==> config.mk <==
export PLATFORM = sky130hd
export DESIGN_NAME = imem_boot_loader_flat
export DESIGN_NICKNAME = d
export VERILOG_FILES = /design/src/rtl/imem_boot_loader_if.sv /design/src/rtl/imem_boot_loader.sv /design/src/flat_wrapper.sv
export SDC_FILE = /design/constraint.sdc
export NUM_CORES = 1
export LEC_CHECK = 0
export ABC_AREA = 0
export CAP_MARGIN = 20
export CORE_ASPECT_RATIO = 0.6
export CORE_MARGIN = 2
export CORE_UTILIZATION = 50
export CTS_CLUSTER_DIAMETER = 60
export DETAILED_ROUTE_END_ITERATION = 10
export PLACE_DENSITY_LB_ADDON = 0.08
export SYNTH_ARGS = -nofsm -noshare
export SYNTH_HDL_FRONTEND = slang
export SYNTH_SLANG_ARGS = --single-unit
==> constraint.sdc <==
create_clock -name clock -period 8.1 [get_ports clock]
set_clock_uncertainty 0.1 [all_clocks]
set_input_delay 2.43 -clock clock [delete_from_list [all_inputs] [get_ports clock]]
set_output_delay 2.43 -clock clock [all_outputs]
set_load 0.005 [all_outputs]
==> src/rtl/imem_boot_loader_if.sv <==
// Byte-stream handshake into the IMEM boot loader.
// The source drives data/valid; the loader answers with ready.
interface imem_boot_loader_if #(
    parameter int BYTE_WIDTH = 8
);
    logic [BYTE_WIDTH-1:0] in_data;
    logic                  in_valid;
    logic                  in_ready;

    modport master (output in_data, output in_valid, input in_ready);
    modport slave  (input in_data, input in_valid, output in_ready);
endinterface

==> src/rtl/imem_boot_loader.sv <==
// Boot loader: turns a counted byte stream into sequential IMEM word writes,
// checks the trailing XOR checksum and releases cpu_reset when it matches.
//
// state     | meaning
// ----------+-----------------------------------------------------------
// S_LEN_HI  | waiting for the high byte of the word count
// S_LEN_LO  | waiting for the low byte; range-checks the full count
// S_DATA_HI | waiting for the high byte of the next instruction word
// S_DATA_LO | waiting for the low byte of the instruction word
// S_WRITE   | one-cycle IMEM write of the assembled word
// S_CHECK   | waiting for the checksum byte
// S_DONE    | load good, CPU released; reload restarts
// S_ERROR   | load aborted, CPU held; reload restarts
module imem_boot_loader #(
    parameter int ADDRESS_BUS_WIDTH = 12,
    parameter int INSTRUCTION_WIDTH = 16,
    parameter int BYTE_WIDTH        = 8
) (
    input  logic                         clock,
    input  logic                         reset,
    imem_boot_loader_if.slave            stream,
    input  logic                         reload,
    output logic [ADDRESS_BUS_WIDTH-1:0] imem_addr,
    output logic [INSTRUCTION_WIDTH-1:0] imem_wdata,
    output logic                         imem_we,
    output logic                         cpu_reset,
    output logic                         done,
    output logic                         error
);

    localparam int LEN_W = 2 * BYTE_WIDTH;
    localparam logic [LEN_W:0] CAPACITY = (LEN_W + 1)'(2 ** ADDRESS_BUS_WIDTH);

    typedef enum logic [2:0] {
        S_LEN_HI, S_LEN_LO, S_DATA_HI, S_DATA_LO,
        S_WRITE, S_CHECK, S_DONE, S_ERROR
    } state_t;

    state_t                   state, state_next;
    logic [LEN_W-1:0]         count;
    logic [LEN_W-1:0]         count_full;
    logic [ADDRESS_BUS_WIDTH:0] words;
    logic [BYTE_WIDTH-1:0]    checksum;
    logic                     transfer;
    logic                     last_word;

    assign transfer   = stream.in_valid & stream.in_ready;
    assign count_full = {count[LEN_W-1 -: BYTE_WIDTH], stream.in_data};
    // words holds the count already written before this WRITE completes
    assign last_word  = (LEN_W'(words) + LEN_W'(1)) >= count;

    always_ff @(posedge clock) begin
        if (reset) state <= S_LEN_HI;
        else       state <= state_next;
    end

    always_comb begin
        state_next = state;
        case (state)
            S_LEN_HI:  if (transfer) state_next = S_LEN_LO;
            S_LEN_LO:
                if (transfer) begin
                    if (count_full == '0)                  state_next = S_CHECK;
                    else if ({1'b0, count_full} > CAPACITY) state_next = S_ERROR;
                    else                                   state_next = S_DATA_HI;
                end
            S_DATA_HI: if (transfer) state_next = S_DATA_LO;
            S_DATA_LO: if (transfer) state_next = S_WRITE;
            S_WRITE:   state_next = last_word ? S_CHECK : S_DATA_HI;
            S_CHECK:
                if (transfer)
                    state_next = (stream.in_data == checksum) ? S_DONE : S_ERROR;
            S_DONE, S_ERROR: if (reload) state_next = S_LEN_HI;
            default:   state_next = S_LEN_HI;
        endcase
    end

    always_comb begin
        stream.in_ready = 1'b0;
        imem_we         = 1'b0;
        cpu_reset       = 1'b1;
        done            = 1'b0;
        error           = 1'b0;
        case (state)
            S_LEN_HI, S_LEN_LO, S_DATA_HI, S_DATA_LO, S_CHECK: stream.in_ready = 1'b1;
            S_WRITE: imem_we = 1'b1;
            S_DONE: begin
                cpu_reset = 1'b0;
                done      = 1'b1;
            end
            S_ERROR: error = 1'b1;
            default: ;
        endcase
    end

    always_ff @(posedge clock) begin
        if (reset) begin
            imem_addr  <= '0;
            imem_wdata <= '0;
            count      <= '0;
            words      <= '0;
            checksum   <= '0;
        end else begin
            case (state)
                S_LEN_HI:
                    if (transfer) begin
                        count[LEN_W-1 -: BYTE_WIDTH] <= stream.in_data;
                        checksum <= checksum ^ stream.in_data;
                    end
                S_LEN_LO:
                    if (transfer) begin
                        count[BYTE_WIDTH-1:0] <= stream.in_data;
                        checksum <= checksum ^ stream.in_data;
                    end
                S_DATA_HI:
                    if (transfer) begin
                        imem_wdata[INSTRUCTION_WIDTH-1 -: BYTE_WIDTH] <= stream.in_data;
                        checksum <= checksum ^ stream.in_data;
                    end
                S_DATA_LO:
                    if (transfer) begin
                        imem_wdata[BYTE_WIDTH-1:0] <= stream.in_data;
                        checksum <= checksum ^ stream.in_data;
                    end
                S_WRITE: begin
                    words <= words + 1'b1;
                    // the last word keeps its address so a full IMEM never wraps to 0
                    if (!last_word) imem_addr <= imem_addr + 1'b1;
                end
                S_DONE, S_ERROR:
                    if (reload) begin
                        imem_addr <= '0;
                        count     <= '0;
                        words     <= '0;
                        checksum  <= '0;
                    end
                default: ;
            endcase
        end
    end

endmodule
==> src/flat_wrapper.sv <==
// flat-port wrapper written by rule: the top's interface ports become plain ports
module imem_boot_loader_flat 
#(
    parameter int ADDRESS_BUS_WIDTH = 12,
    parameter int INSTRUCTION_WIDTH = 16,
    parameter int BYTE_WIDTH        = 8
)
  (clock, reset, reload, imem_addr, imem_wdata, imem_we, cpu_reset, done, error, stream_in_data, stream_in_valid, stream_in_ready);
  imem_boot_loader_if #(.BYTE_WIDTH(BYTE_WIDTH)) stream_i ();
  input  logic clock;
  input  logic reset;
  input  logic reload;
  output logic [ADDRESS_BUS_WIDTH-1:0] imem_addr;
  output logic [INSTRUCTION_WIDTH-1:0] imem_wdata;
  output logic imem_we;
  output logic cpu_reset;
  output logic done;
  output logic error;
  input wire logic [$bits(stream_i.in_data)-1:0] stream_in_data;
  input wire logic [$bits(stream_i.in_valid)-1:0] stream_in_valid;
  output wire logic [$bits(stream_i.in_ready)-1:0] stream_in_ready;
  assign stream_i.in_data = stream_in_data;
  assign stream_i.in_valid = stream_in_valid;
  assign stream_in_ready = stream_i.in_ready;
  imem_boot_loader #(.ADDRESS_BUS_WIDTH(ADDRESS_BUS_WIDTH), .INSTRUCTION_WIDTH(INSTRUCTION_WIDTH), .BYTE_WIDTH(BYTE_WIDTH)) u_core (.clock(clock), .reset(reset), .stream(stream_i), .reload(reload), .imem_addr(imem_addr), .imem_wdata(imem_wdata), .imem_we(imem_we), .cpu_reset(cpu_reset), .done(done), .error(error));
endmodule
# == Yosys cells after proc, flatten, opt, wreduce, memory -nomap -nowiden ==
# Index checks and enable logic that the tools add are counted.
# word_totals
regBits,68
latchBits,0
ramBits,0
mem_bits_ro,0
output_inout_bits,33
n_memories,0
# op_classes
add_sub_neg,3
multipliers,0
n_div,0
order_cmp,2
eq_ne,16
shifts,0
muxes,28
bitwise,2
n_reduce_logical,17
# op_table
op,count
case mux 8 bit (2 select lines),3
two-way mux 3 bit,9
case mux 13 bit (2 select lines),1
two-way mux 12 bit,2
two-way mux 8 bit,3
case mux 12 bit (2 select lines),1
case mux 3 bit (7 select lines),1
>= comparator 16 bit,1
"> comparator 16 x 13 -> 1 bit, second input constant",1
logical NOT 16 bit,1
two-way mux 16 bit,1
"adder 13 x 1 -> 14 bit, second input constant",1
"adder 13 x 1 -> 13 bit, second input constant",1
two-way mux 13 bit,1
"adder 12 x 1 -> 12 bit, second input constant",1
"equality test 3 bit, second input constant",4
"inequality test 2 x 1 -> 1 bit, second input constant",6
AND reduction 3 bit,4
equality test 8 bit,1
nonzero test 2 bit,4
XOR 8 bit,1
"equality test 3 x 2 -> 1 bit, second input constant",2
two-way mux 1 bit,6
AND reduction 2 bit,3
other kinds (8),9

# == Logic depth before layout (Yosys ltp) ==
# depth
word_depth,6
mapped_depth,15
ltp_nobuf,13

# == Worst setup path after synthesis ==
# OpenSTA, ideal clock, no wires.
# synth_timing
kind,in2reg
from,in stream_in_data[7]
to,reg u_core.state[0]
setup_ns,0.138
t_arrival_ns,3.730
t_required_ns,7.862
path_slack_ns,4.131
cell_stages,7
cell_sequence,clkbuf_1 -> nor4_1 -> nand3_1 -> xnor2_1 -> or4_1 -> a21oi_1 -> a221oi_1
# synth_via
elab_chain_cells,5
# synth_rtl
item,line_no,source
from (decl),flat_wrapper.sv:19,input wire logic [$bits(stream_i.in_data)-1:0] stream_in_data;
> comparator 16 x 13 -> 1 bit,imem_boot_loader.sv:64,"else if ({1'b0, count_full} > CAPACITY) state_next = S_ERROR;"
two-way mux 3 bit,imem_boot_loader.sv:64,
two-way mux 3 bit,imem_boot_loader.sv:63,if (count_full == '0) state_next = S_CHECK;
two-way mux 3 bit,imem_boot_loader.sv:62,if (transfer) begin
case mux 3 bit (7 select lines) *,imem_boot_loader.sv:59,case (state)
to (signal assigned),imem_boot_loader.sv:54,else state <= state_next;
to (decl),imem_boot_loader.sv:39,"state_t state, state_next;"
# Mark *: on every way between the ends. The rest lies on a longest branch, timed or not. The select of a mux whose other input is x is not followed.
# A chain may end at the register's enable or synchronous reset.

# == Final worst setup path ==
# layout_timing
from,reg u_core.state[2]
to,out imem_we
# layout_via
elab_chain_cells,2
# layout_rtl
item,line_no,source
equality test 3 bit,imem_boot_loader.sv:84,case (state)
two-way mux 1 bit,imem_boot_loader.sv:84,
to (decl),flat_wrapper.sv:15,output logic imem_we;
# No other way between the ends.

==> results_dict.tcl <==
set metrics [dict create \
    diodes 0 \
    critPathKind "reg -> out" \
    synth_top_family_by_area "simple AND/OR/NAND/NOR gates" \
    syn-cell-area_mm2 0.00367 \
    drt-total-wl_um 9310 \
    cellPowerDensity_mw_per_mm2 192 \
    cts_tree "done" \
    dp_hpwl_um 6680 \
    fillers 672 \
    synth_simple_gate_area_share 0.278 \
    cts.sinks 68 \
    rows 24 \
    detailedRoute.firstIterationViolations 274 \
    holdPathStages 2 \
    worst_r2r_path_depth 13 \
    multiInputGateArea_mm2 0.00208 \
    die_area_mm2 0.00807 \
    leakagePower_nw 1.74 \
    synthFlopType "dfxtp_1" \
    period_needed_ns 5.02 \
    cp.required_ns 5.57 \
    fmax_mhz 199 \
    synth-seq-cells 68 \
    finalPower_mw 0.840 \
    grt_use_total 0.241 \
    end_kind "primary output" \
    die_h_um 70.4 \
    seq_area_frac_synth 0.370 \
    yosysUniqueCellTypes 48 \
    layout.nets 541 \
    ir_drop_mv 0.142 \
    crit_arrival_ns 2.49 \
    slowest_delay_ns 0.72 \
    setup_tns_ns 0 \
    antenna_found_initial 0 \
    ys_async_sr_fraction 0 \
    die_w_um 115 \
    vias_per_cell 5.71 \
    syn_inst 487 \
    worstHoldStart "u_core.imem_wdata[2]" \
    clock_path_buffers 2 \
    critPathLaunchType "flop" \
    clockRootBuffer "clkbuf_16" \
    min_to "u_core.imem_wdata[2]" \
    seq_area_mm2 0.00136 \
    postCtsSetupBuffers 0 \
    finalHoldViolCount 0 \
    gr-total-overflow 0 \
    outcome "finished, final reports clean" \
    setup_viol 0 \
    r2r_setup_slack_ns 4.10 \
    synth-xor-area-share 0.0501 \
    path_cells "or3b_1 > inv_6 > clkdlybuf4s50_1" \
    layout.cells.most_common "nor2_1" \
    setup.worst_path.start "u_core.state[2]" \
    wire_per_inst_um 15.3 \
    grt_pass1_wl_um 15200 \
    place.gp.congestion 0.865 \
    critPathSlowestCell "or3b_1" \
    clkTransAtPathRegs_ns 0.05 \
    port_buffers 44 \
    drt-pass1-iter-count 4 \
    cts_resized 0 \
    synth_edf_count 0 \
    slew_viol_final 0 \
    hold_class "reg -> reg" \
    postRouteAntennaNets 0 \
    vias 3475 \
    ys_warn_count 0 \
    layoutNonFillerInstCount 609 \
    syn_area_per_cell_um2 7.55 \
    fin_crit_sh 0.620 \
    final_util 0.608 \
    slew_headroom 0.262 \
    drive_gt1_frac 0.0463 \
    drc 0 \
    synth_nets 515 \
    syn_to_final_growth_pct 18.8 \
    cts_hold_buf 0 \
    h-tree-depth 3 \
    synth_compound_area_frac 0.184 \
    final_cell_mix "72 x nor2_1, 68 x dfxtp_1, 65 x nand2_1, 62 x a21oi_1, 43 x clkdlybuf4s50_1" \
    dp.cells 593 \
    cts-buffers-inserted 9 \
    core_area_mm2 0.00718 \
    grt_pass1_vias 3058 \
    rsz0062_at_grt "false" \
    insertion_delay_ns 0.34 \
    cp_max_fo 19 \
    synth_fa_ha_area_frac 0.0545 \
    reg2reg_from "u_core.words[0]" \
    r2r-end "u_core.imem_addr[9]" \
    initial_utilization 0.512 \
    grt_start_max_net_pins 59 \
    ios 45 \
    maxCapViolations 0 \
    muxShareOfSynthArea 0 \
    worst_slew_pin_slew_ns 1.11 \
]
-- where the power goes --
group          internal (mW)  total [mW]  switching [mW]
clock                  0.232       0.371           0.139
combinational         0.0406       0.105          0.0645
sequential             0.347       0.363          0.0160
-- layer usage --
metal	global-route usage	wire, µm	up-vias
met5	0	0	-
met4	0.0840	123	0
met3	0.0781	786	12
met2	0.304	3510	104
met1	0.370	4890	1614
li1	-	-	1745
-- worst max path at each step --
stage                               end  cells past startpoint  slack, ns
floorplan               u_core.state[0]                      7       4.13
global placement    u_core.imem_addr[9]                      6       3.30
detailed placement  u_core.imem_addr[9]                      6       3.27
CTS                             imem_we                      3       3.11
global route                    imem_we                      3       2.99
finish                          imem_we                      3       3.08
-- cells in the mapped netlist (2+ instances only) --
library cell | instances | area [µm²]
nor4_1 | 8 | 50.1
nor2b_1 | 3 | 18.8
nand3_1 | 16 | 80.1
dfxtp_1 | 68 | 1360
nand2b_1 | 3 | 18.8
ha_1 | 16 | 200
or3_1 | 7 | 43.8
a21oi_1 | 62 | 310
o21ai_0 | 22 | 110
or4_1 | 7 | 52.6
clkbuf_1 | 24 | 90.1
o31ai_1 | 2 | 15.0
and3_1 | 15 | 93.8
nand2_1 | 65 | 244
nand4_1 | 3 | 18.8
inv_1 | 18 | 67.6
xor2_1 | 17 | 149
o21ai_1 | 5 | 25.0
nor3_1 | 6 | 30.0
a211oi_1 | 3 | 22.5
nor2_1 | 72 | 270
xnor2_1 | 4 | 35.0
a22oi_1 | 5 | 37.5
o211ai_1 | 2 | 15.0
nand3b_1 | 3 | 22.5
buf_6 | 5 | 56.3
a31oi_1 | 5 | 31.3
-- stage by stage --
stage | setup slack [ns] | hold WS [ns] | area (µm²)
floorplan | 4.13 | 0.353 | 3670
global placement | 3.30 | 0.340 | 4070
detailed placement | 3.27 | 0.351 | 4080
CTS | 3.11 | 0.358 | 4360
global route | 2.99 | 0.374 | 4360
finish | 3.08 | 0.352 | 4360
-- worst max-delay path: cells and delay by family, from the launching register on --
kind / cells / cell delay [ns]
buf+inv: 2 / 0.73
flops: 1 / 0.70
simple gates: 1 / 0.72
-- layout make-up --
cell class                      instances  area share
Clock buffer                           15      0.0636
Clock inverter                          1     0.00115
Inverter                               19      0.0175
Multi-Input combinational cell        369       0.476
Sequential cell                        68       0.312
Tap cell                               91      0.0261
Timing Repair Buffer                   46       0.103
-- flip-flops by register name (all words and copies together), names as in the netlist --
name and flops:
u_core.checksum 8, u_core.count 16, u_core.imem_addr 12, u_core.imem_wdata 16
u_core.state 3, u_core.words 13
-- cells by family after synthesis --
kind of cell             count (synthesis)
AO/OA/AOI/OAI                          117
XOR/XNOR                                21
adder cells (fa/ha/maj)                 16
buffers and inverters                   50
flip-flops                              68
AND/OR/NAND/NOR                        215
Power figures use the tool's default switching activity.
